===== src/rtl/vga_scene_sequencer_if.sv =====
// Signal bundle between the VGA timing/colour path and the scene sequencer.
interface vga_scene_sequencer_if #(
   parameter int SCENE_W = 2
);
   logic               vga_v_sync;
   logic               btn;
   logic [SCENE_W-1:0] scene;
   logic [3:0]         fade;
   logic               scene_change;
   logic [15:0]        frame_cnt;
   logic               skip_ack;

   modport master (output vga_v_sync, btn,
                   input  scene, fade, scene_change, frame_cnt, skip_ack);
   modport slave  (input  vga_v_sync, btn,
                   output scene, fade, scene_change, frame_cnt, skip_ack);
endinterface


===== src/rtl/vga_scene_sequencer.sv =====
// Frame-synchronous demo scene sequencer: fades each scene in, holds it, fades it
// out and advances; a debounced button press skips ahead to the fade-out.
module vga_scene_sequencer #(
   parameter int NUM_SCENES       = 4,
   parameter int SCENE_W          = 2,
   parameter int HOLD_FRAMES      = 300,
   parameter int FADE_STEP_FRAMES = 2,
   parameter int DEBOUNCE_CYCLES  = 250000,
   parameter bit VSYNC_ACTIVE_LOW = 1'b1
) (
   input  logic                 clk,
   input  logic                 reset,
   vga_scene_sequencer_if.slave bus
);
   localparam int DB_W   = $clog2(DEBOUNCE_CYCLES + 1);
   localparam int HOLD_W = (HOLD_FRAMES > 1) ? $clog2(HOLD_FRAMES) : 1;
   localparam int STEP_W = (FADE_STEP_FRAMES > 1) ? $clog2(FADE_STEP_FRAMES) : 1;
   localparam logic [DB_W-1:0]    DB_LAST    = DB_W'(DEBOUNCE_CYCLES - 1);
   localparam logic [HOLD_W-1:0]  HOLD_LAST  = HOLD_W'(HOLD_FRAMES - 1);
   localparam logic [STEP_W-1:0]  STEP_LAST  = STEP_W'(FADE_STEP_FRAMES - 1);
   localparam logic [SCENE_W-1:0] SCENE_LAST = SCENE_W'(NUM_SCENES - 1);
   localparam logic               VS_IDLE    = VSYNC_ACTIVE_LOW ? 1'b1 : 1'b0;

   typedef enum logic [1:0] {FADE_IN, HOLD, FADE_OUT, SWITCH} state_t;

   logic        vsync_q, primed, tick;
   logic [15:0] frame_cnt;

   // primed masks the first cycle after reset so a sync level held across release is not an edge
   always_ff @(posedge clk or negedge reset) begin
      if (!reset) begin
         vsync_q   <= VS_IDLE;
         primed    <= 1'b0;
         frame_cnt <= '0;
      end else begin
         vsync_q <= bus.vga_v_sync;
         primed  <= 1'b1;
         if (tick) frame_cnt <= frame_cnt + 16'd1;
      end
   end

   assign tick = primed & (vsync_q == VS_IDLE) & (bus.vga_v_sync != VS_IDLE);

   logic            btn_s1, btn_s2, btn_state, deb_done, press;
   logic [DB_W-1:0] deb_cnt;

   assign deb_done = (btn_s2 != btn_state) && (deb_cnt == DB_LAST);
   assign press    = deb_done & btn_s2;

   always_ff @(posedge clk or negedge reset) begin
      if (!reset) begin
         btn_s1    <= 1'b0;
         btn_s2    <= 1'b0;
         btn_state <= 1'b0;
         deb_cnt   <= '0;
      end else begin
         btn_s1 <= bus.btn;
         btn_s2 <= btn_s1;
         if (btn_s2 == btn_state) begin
            deb_cnt <= '0;
         end else if (deb_done) begin
            deb_cnt   <= '0;
            btn_state <= btn_s2;
         end else begin
            deb_cnt <= deb_cnt + 1'b1;
         end
      end
   end

   state_t             state, state_n;
   logic [3:0]         fade, fade_n;
   logic [STEP_W-1:0]  step_cnt, step_n;
   logic [HOLD_W-1:0]  hold_cnt, hold_n;
   logic [SCENE_W-1:0] scene, scene_n;
   logic               scene_change, scene_change_n, skip_ack, skip_ack_n;

   always_ff @(posedge clk or negedge reset) begin
      if (!reset) begin
         state        <= FADE_IN;
         fade         <= '0;
         step_cnt     <= '0;
         hold_cnt     <= '0;
         scene        <= '0;
         scene_change <= 1'b0;
         skip_ack     <= 1'b0;
      end else begin
         state        <= state_n;
         fade         <= fade_n;
         step_cnt     <= step_n;
         hold_cnt     <= hold_n;
         scene        <= scene_n;
         scene_change <= scene_change_n;
         skip_ack     <= skip_ack_n;
      end
   end

   always_comb begin
      state_n        = state;
      fade_n         = fade;
      step_n         = step_cnt;
      hold_n         = hold_cnt;
      scene_n        = scene;
      scene_change_n = 1'b0;
      skip_ack_n     = 1'b0;
      case (state)
         FADE_IN: begin
            if (press) begin
               state_n    = FADE_OUT;
               step_n     = '0;
               skip_ack_n = 1'b1;
            end else if (tick) begin
               if (step_cnt == STEP_LAST) begin
                  step_n = '0;
                  if (fade != 4'd15) fade_n = fade + 4'd1;
                  if (fade >= 4'd14) begin
                     state_n = HOLD;
                     hold_n  = '0;
                  end
               end else begin
                  step_n = step_cnt + 1'b1;
               end
            end
         end
         HOLD: begin
            fade_n = 4'd15;
            // a press on the same cycle as a tick takes priority; that tick is not counted
            if (press) begin
               state_n    = FADE_OUT;
               step_n     = '0;
               skip_ack_n = 1'b1;
            end else if (tick) begin
               if (hold_cnt == HOLD_LAST) begin
                  state_n = FADE_OUT;
                  step_n  = '0;
               end else begin
                  hold_n = hold_cnt + 1'b1;
               end
            end
         end
         FADE_OUT: begin
            if (tick) begin
               if (step_cnt == STEP_LAST) begin
                  step_n = '0;
                  if (fade != 4'd0) fade_n = fade - 4'd1;
                  if (fade <= 4'd1) state_n = SWITCH;
               end else begin
                  step_n = step_cnt + 1'b1;
               end
            end
         end
         default: begin
            scene_n        = (scene == SCENE_LAST) ? '0 : scene + 1'b1;
            scene_change_n = 1'b1;
            state_n        = FADE_IN;
            step_n         = '0;
         end
      endcase
   end

   assign bus.scene        = scene;
   assign bus.fade         = fade;
   assign bus.scene_change = scene_change;
   assign bus.frame_cnt    = frame_cnt;
   assign bus.skip_ack     = skip_ack;
endmodule

===== src/flat_wrapper.sv =====
// flat-port wrapper written by rule: the top's interface ports become plain ports
module vga_scene_sequencer_flat 
#(
   parameter int NUM_SCENES       = 4,
   parameter int SCENE_W          = 2,
   parameter int HOLD_FRAMES      = 300,
   parameter int FADE_STEP_FRAMES = 2,
   parameter int DEBOUNCE_CYCLES  = 250000,
   parameter bit VSYNC_ACTIVE_LOW = 1'b1
)
  (clk, reset, bus_vga_v_sync, bus_btn, bus_scene, bus_fade, bus_scene_change, bus_frame_cnt, bus_skip_ack);
  vga_scene_sequencer_if #(.SCENE_W(SCENE_W)) bus_i ();
  input  logic clk;
  input  logic reset;
  input wire logic [$bits(bus_i.vga_v_sync)-1:0] bus_vga_v_sync;
  input wire logic [$bits(bus_i.btn)-1:0] bus_btn;
  output wire logic [$bits(bus_i.scene)-1:0] bus_scene;
  output wire logic [$bits(bus_i.fade)-1:0] bus_fade;
  output wire logic [$bits(bus_i.scene_change)-1:0] bus_scene_change;
  output wire logic [$bits(bus_i.frame_cnt)-1:0] bus_frame_cnt;
  output wire logic [$bits(bus_i.skip_ack)-1:0] bus_skip_ack;
  assign bus_i.vga_v_sync = bus_vga_v_sync;
  assign bus_i.btn = bus_btn;
  assign bus_scene = bus_i.scene;
  assign bus_fade = bus_i.fade;
  assign bus_scene_change = bus_i.scene_change;
  assign bus_frame_cnt = bus_i.frame_cnt;
  assign bus_skip_ack = bus_i.skip_ack;
  vga_scene_sequencer #(.NUM_SCENES(NUM_SCENES), .SCENE_W(SCENE_W), .HOLD_FRAMES(HOLD_FRAMES), .FADE_STEP_FRAMES(FADE_STEP_FRAMES), .DEBOUNCE_CYCLES(DEBOUNCE_CYCLES), .VSYNC_ACTIVE_LOW(VSYNC_ACTIVE_LOW)) u_core (.clk(clk), .reset(reset), .bus(bus_i));
endmodule

===== config.mk =====
export PLATFORM = sky130hd
export DESIGN_NAME = vga_scene_sequencer_flat
export DESIGN_NICKNAME = d
export VERILOG_FILES = /design/src/rtl/vga_scene_sequencer_if.sv /design/src/rtl/vga_scene_sequencer.sv /design/src/flat_wrapper.sv
export SDC_FILE = /design/constraint.sdc
export NUM_CORES = 1
export LEC_CHECK = 0
export ABC_AREA = 1
export CORE_MARGIN = 5
export CORE_UTILIZATION = 40
export CTS_CLUSTER_DIAMETER = 120
export DETAILED_ROUTE_END_ITERATION = 7
export GPL_TIMING_DRIVEN = 0
export PLACE_DENSITY = 0.69
export SLEW_MARGIN = 15
export SYNTH_ARGS = -nofsm -noshare
export SYNTH_HDL_FRONTEND = slang
export SYNTH_SLANG_ARGS = --single-unit

===== constraint.sdc =====
create_clock -name clk -period 3.5 [get_ports clk]
set_input_delay 1.05 -clock clk [delete_from_list [all_inputs] [get_ports clk]]
set_output_delay 1.05 -clock clk [all_outputs]
set_load 0.03 [all_outputs]

[Yosys cells after proc, flatten, opt, wreduce, memory -nomap -nowiden]
Cells that the tools add are included.
Word-level totals
  output and inout bits: 24
  logic and storage cells: 105
  bits in latches: 0
  bits in read-only memories: 0
  bits of input ports: 4
  memories kept: 0
  memory bits (writable): 0
  register bits after elaboration: 59
Operators by class
  $lt $le $gt $ge: 2
  multipliers: 0
  bitwise gates (word level): 5
  div/mod/pow operators: 0
  shift operators: 0
  multiplexer cells: 40
  equal/unequal tests: 25
  $add $sub $neg: 7
  reduce and logical (&&, ||, !) cells: 12
Operators by type and width (number)
  2-to-1 mux 9 bit: 7
  2-to-1 mux 18 bit: 2
  2-to-1 mux 4 bit: 7
  AND reduction 8 bit: 3
  2-to-1 mux 2 bit: 11
  adder 18 x 1 -> 18 bit (second input constant): 1
  == test 18 bit (second input constant): 1
  inequality test 2 x 1 -> 1 bit (second input constant): 9
  one-hot mux 9 bit (2 select lines): 1
  adder 16 x 1 -> 16 bit (second input constant): 1
  inequality test 3 x 1 -> 1 bit (second input constant): 5
  one-hot mux 4 bit (3 select lines): 1
  adder 9 x 1 -> 9 bit (second input constant): 1
  == test 9 bit (second input constant): 1
  2-to-1 mux 1 bit: 9
  inequality test 2 bit (second input constant): 3
  one-hot mux 2 bit (3 select lines): 1
  adder 4 x 1 -> 4 bit (second input constant): 1
  == test 2 bit (second input constant): 2
  >= comparator 4 bit (second input constant): 1
  <= comparator 4 x 1 -> 1 bit (second input constant): 1
  inequality test 4 bit (second input constant): 1
  AND reduction 2 bit: 2
  nonzero test 4 bit: 1
  other kinds (15): 18

[Logic depth before layout (Yosys ltp)]
  depth in word-level cells: 6
  mapped depth: 12
  mapped depth without buffers: 12

[Worst setup path before layout]
Ideal clock, no wire load.
  kind: input-to-reg
  start point: input port bus_vga_v_sync
  end point: register u_core.frame_cnt[13] (netlist: u_core.bus.frame_cnt[13])
  library setup time: 122 ps
  slack: 1360 ps
  stages: 8
  data arrival time: 2018 ps
  path buffers: 0
  data required time: 3378 ps
  path through: nand3b_4 nor2_2 nand3_1 nor2_2 nand2_1 nor2_1 nand2_1 xor2_1
Between the ends
  longest elaborated chain between the ends: 2
Ends and longest elaborated chain
  start, declared: RTL line flat_wrapper.sv:15  | input wire logic [$bits(bus_i.vga_v_sync)-1:0] bus_vga_v_sync;
  NOT 1 bit: RTL line vga_scene_sequencer.sv:42  | assign tick = primed & (vsync_q == VS_IDLE) & (bus.vga_v_sync != VS_IDLE);
  AND 1 bit: RTL line vga_scene_sequencer.sv:42
  end signal, assigned: RTL line vga_scene_sequencer.sv:38  | if (tick) frame_cnt <= frame_cnt + 16'd1;
  end, declared: RTL line vga_scene_sequencer.sv:27  | logic [15:0] frame_cnt;
Every way passes these cells.
A chain may end at the register's enable or synchronous reset.

[Worst setup path after layout]
  start point: register u_core.fade[0] (netlist: u_core.bus.fade[0])
  end point: output port bus_fade[0]
RTL lines
  start, declared: RTL line vga_scene_sequencer.sv:71  | logic [3:0] fade, fade_n;
  start signal, assigned: RTL line vga_scene_sequencer.sv:88  | fade <= fade_n;
  end, declared: RTL line flat_wrapper.sv:18  | output wire logic [$bits(bus_i.fade)-1:0] bus_fade;
No word-level cell between the ends.

==> metrics.md <==
| Metric | Value |
|---|---|
| # diodes | `0` |
| Buf/Inv on CP | `1` |
| Hold path start | `u_core.btn_s1$_DFF_PN0_` |
| Vias in the first global route | `2464` |
| First-pass GRT wire length | `11000 um` |
| Tot GR Track Use | `13.6%` |
| FILL cells | `758` |
| Die Height | `100 um` |
| Core region area | `7810 um2` |
| DRT Pass-1 Iters | `4` |
| Mapped Cells | `383` |
| DP Wirelength | `4410 um` |
| Status | `finished, final reports clean` |
| Synth warn | `0` |
| Post-layout util | `49.2%` |
| Placed Area | `3640 um2` |
| Critical-path top delay cell | `clkdlybuf4s50_1` |
| Non-Filler Instances | `528` |
| Share of post-route cells with drive strength above 1 | `10.8%` |
| Initial DRC Count | `78` |
| Cts repair resizes | `0` |
| Syn Nets | `399` |
| Synth area leaders | `dfrtp_1 45%, nand2_1 9.4%, nor2_1 4.9%` |
| Starting Density | `41.6%` |
| Final wirelength | `6250 um` |
| Final instance area | `3840 um2` |
| Worst Path Arrival | `1.53 ns` |
| Pleak | `1.82 nW` |
| Crit Path Class | `register to output pin` |
| # Post-CTS Setup Buffers | `0` |
| Max Clk Rate | `387 MHz` |
| DRC viols | `0` |
| Area grow syn2layout | `18.1%` |
| Fin Clk Skew | `0.00870 ns` |
| Power density over the cells | `640 nW/um2` |
| Site Rows | `32` |
| Hold Violations, Final | `0` |
| Mean Syn Cell Area | `8.48 um2` |
| Crit path launch type | `register` |
| Clock Tree Root | `clkbuf_8` |
| # clock sinks | `59` |
| Setup crit end kind | `output pin` |
| Pin count of the biggest net entering global routing | `60` |
| Final max-slew violation count | `0` |
| Initial antenna violation count | `0` |
| CP top delay family | `buffers and inverters` |
| Inserted Clock Buffers | `9` |
| Max Root-Sink Buffers | `2` |
| Tightest Hold Check Type | `register to register` |
| MaxCap Viol Count | `0` |
| Clock Pin Slew Worst Setup and Hold Paths | `0.07 ns` |
| Slew headroom | `49.8%` |
| Antenna Nets Post-Route | `0` |
| Htree depth | `3` |
| Period Utilization, post-route | `73.8%` |
| Worst-skew pair later-pin latency | `0.34 ns` |
| Vias | `2533` |
| WP data required | `2.45 ns` |
| Top cell type's share of synthesized area | `44.7%` |
| Gpl congestion | `0.820` |
| RSZ-0062 raised after global routing | `false` |
| CP Launch Point | `u_core.bus.fade[0]$_DFFE_PN0P_` |
| Die Footprint | `10000 um2` |
| WL/cell | `11.8 um` |
| Synth area leader | `dfrtp_1` |
| VDD IR-drop max | `0.000390 V` |
| Final Critical Period | `2.58 ns` |
| Nets | `437` |
| Chip width | `100 um` |
| IO Pins | `28` |
| FF-to-FF Start | `u_core.bus.fade[0]$_DFFE_PN0P_` |
| Clock tree from TritonCTS | `yes` |
| Setup violators final | `0` |
| Cts-stage hold buffer count | `0` |
| Mapped Area | `3250 um2` |
| Tightest Pin Transition | `0.754 ns` |
| Total Power | `2.46 mW` |
| Critical-path cell list | `clkdlybuf4s50_1` |
| #FFs+latches synth | `59` |
| CP max stage delay | `0.72 ns` |
| Placed cell count | `512` |
| Post-synthesis cell type count | `41` |
| Worst hold slack | `0.365 ns` |
| DR vias/cell | `4.80` |
| Seq/Total Area, Yosys | `45.5%` |
| # port buffers | `27` |
| GRT Residual Overflow | `0` |
| Crit-path max FO | `7` |
## placed cells by master, fill, tap and decap left out, types with 10 or more instances in the layout
master | synthesis | layout
xor2_1 | 14 | 14
o21ai_0 | 10 | 10
dfrtp_1 | 58 | 58
inv_1 | 40 | 40
clkdlybuf4s50_1 | 0 | 26
ha_1 | 12 | 12
a21oi_1 | 21 | 21
nor2_1 | 42 | 42
clkbuf_8 | 0 | 10
nand2_1 | 81 | 81
nand3_1 | 26 | 26
nand4_1 | 11 | 11
## logic make-up (layout without fill, tap and decap cells)
kind of cell,after synthesis,after routing,share of synthesized area [%]
simple gates,192,192,29.3
flops,59,59,45.5
buf+inv,49,92,5.93
compound gates,48,48,8.36
xor+xnor,22,22,6.16
fa+ha+maj,12,12,4.62
other cells,1,1,0.115
## Yosys cell counts (all sizes together)
| cell | instances |
|---|---|
| nand4 | 11 |
| nor4 | 2 |
| o31ai | 2 |
| inv | 45 |
| conb | 1 |
| clkbuf | 2 |
| a31oi | 2 |
| o21ai | 17 |
| dfstp | 1 |
| o22ai | 1 |
| nor2 | 49 |
| nand3b | 2 |
| nand2 | 86 |
| a211oi | 1 |
| nor3b | 2 |
| ha | 12 |
| nand3 | 31 |
| a21oi | 22 |
| o211ai | 2 |
| o221ai | 1 |
| xor2 | 14 |
| or2 | 2 |
| nor3 | 7 |
| xnor2 | 8 |
| buf | 2 |
| dfrtp | 58 |
## path summary, 6_finish.rpt
path | to | slack (ns) | cells after the start
max in group asynchronous | u_core.deb_cnt[1]$_DFF_PN0_ | 2.22 | 1
min in group asynchronous | u_core.deb_cnt[7]$_DFF_PN0_ | 0.76 | 1
max | bus_fade[0] | 0.92 | 1
max reg2reg | u_core.bus.fade[2]$_DFFE_PN0P_ | 1.73 | 9
min reg2reg | u_core.btn_s2$_DFF_PN0_ | 0.37 | 0
min | u_core.btn_s2$_DFF_PN0_ | 0.37 | 0
## metal layers
| layer | wire, um | global-route usage [%] |
|---|---|---|
| met1 | 2970 | 16.9 |
| met5 | 0 | 0 |
| met3 | 304 | 4.24 |
| met2 | 2920 | 22.2 |
| met4 | 54 | 4.87 |
## state kept, by name (all words and copies together), names as in the netlist
signal	flops
u_core.state	2
u_core.primed	1
u_core.btn_s1	1
u_core.bus.fade	4
u_core.bus.scene	2
u_core.step_cnt	1
u_core.bus.scene_change	1
u_core.deb_cnt	18
u_core.btn_state	1
u_core.bus.skip_ack	1
u_core.hold_cnt	9
u_core.bus.frame_cnt	16
u_core.btn_s2	1
u_core.vsync_q	1
## report_power, final
group          internal (mW)  switching (mW)
Clock                  0.344           0.275
Combinational          0.350           0.612
Sequential             0.772           0.104
## metrics by stage
stage                     TNS, ns  worst slack (ns)
after floorplan                 0              1.36
after global placement     -29.99            -0.521
after detailed placement        0             0.638
after CTS                       0             0.894
after global routing            0             0.822
final                           0             0.918
## area by class of cell
cell class | instances | area [um2] | area share [%]
Buffer | 4 | 23.8 | 0.619
Sequential cell | 59 | 1480 | 38.5
Inverter | 45 | 169 | 4.40
Tap cell | 102 | 128 | 3.32
Clock inverter | 5 | 52.6 | 1.37
Multi-Input combinational cell | 275 | 1580 | 41.1
Clock buffer | 11 | 141 | 3.68
Timing Repair Buffer | 27 | 268 | 6.98
Note: power is estimated with default switching activity, not from simulation.
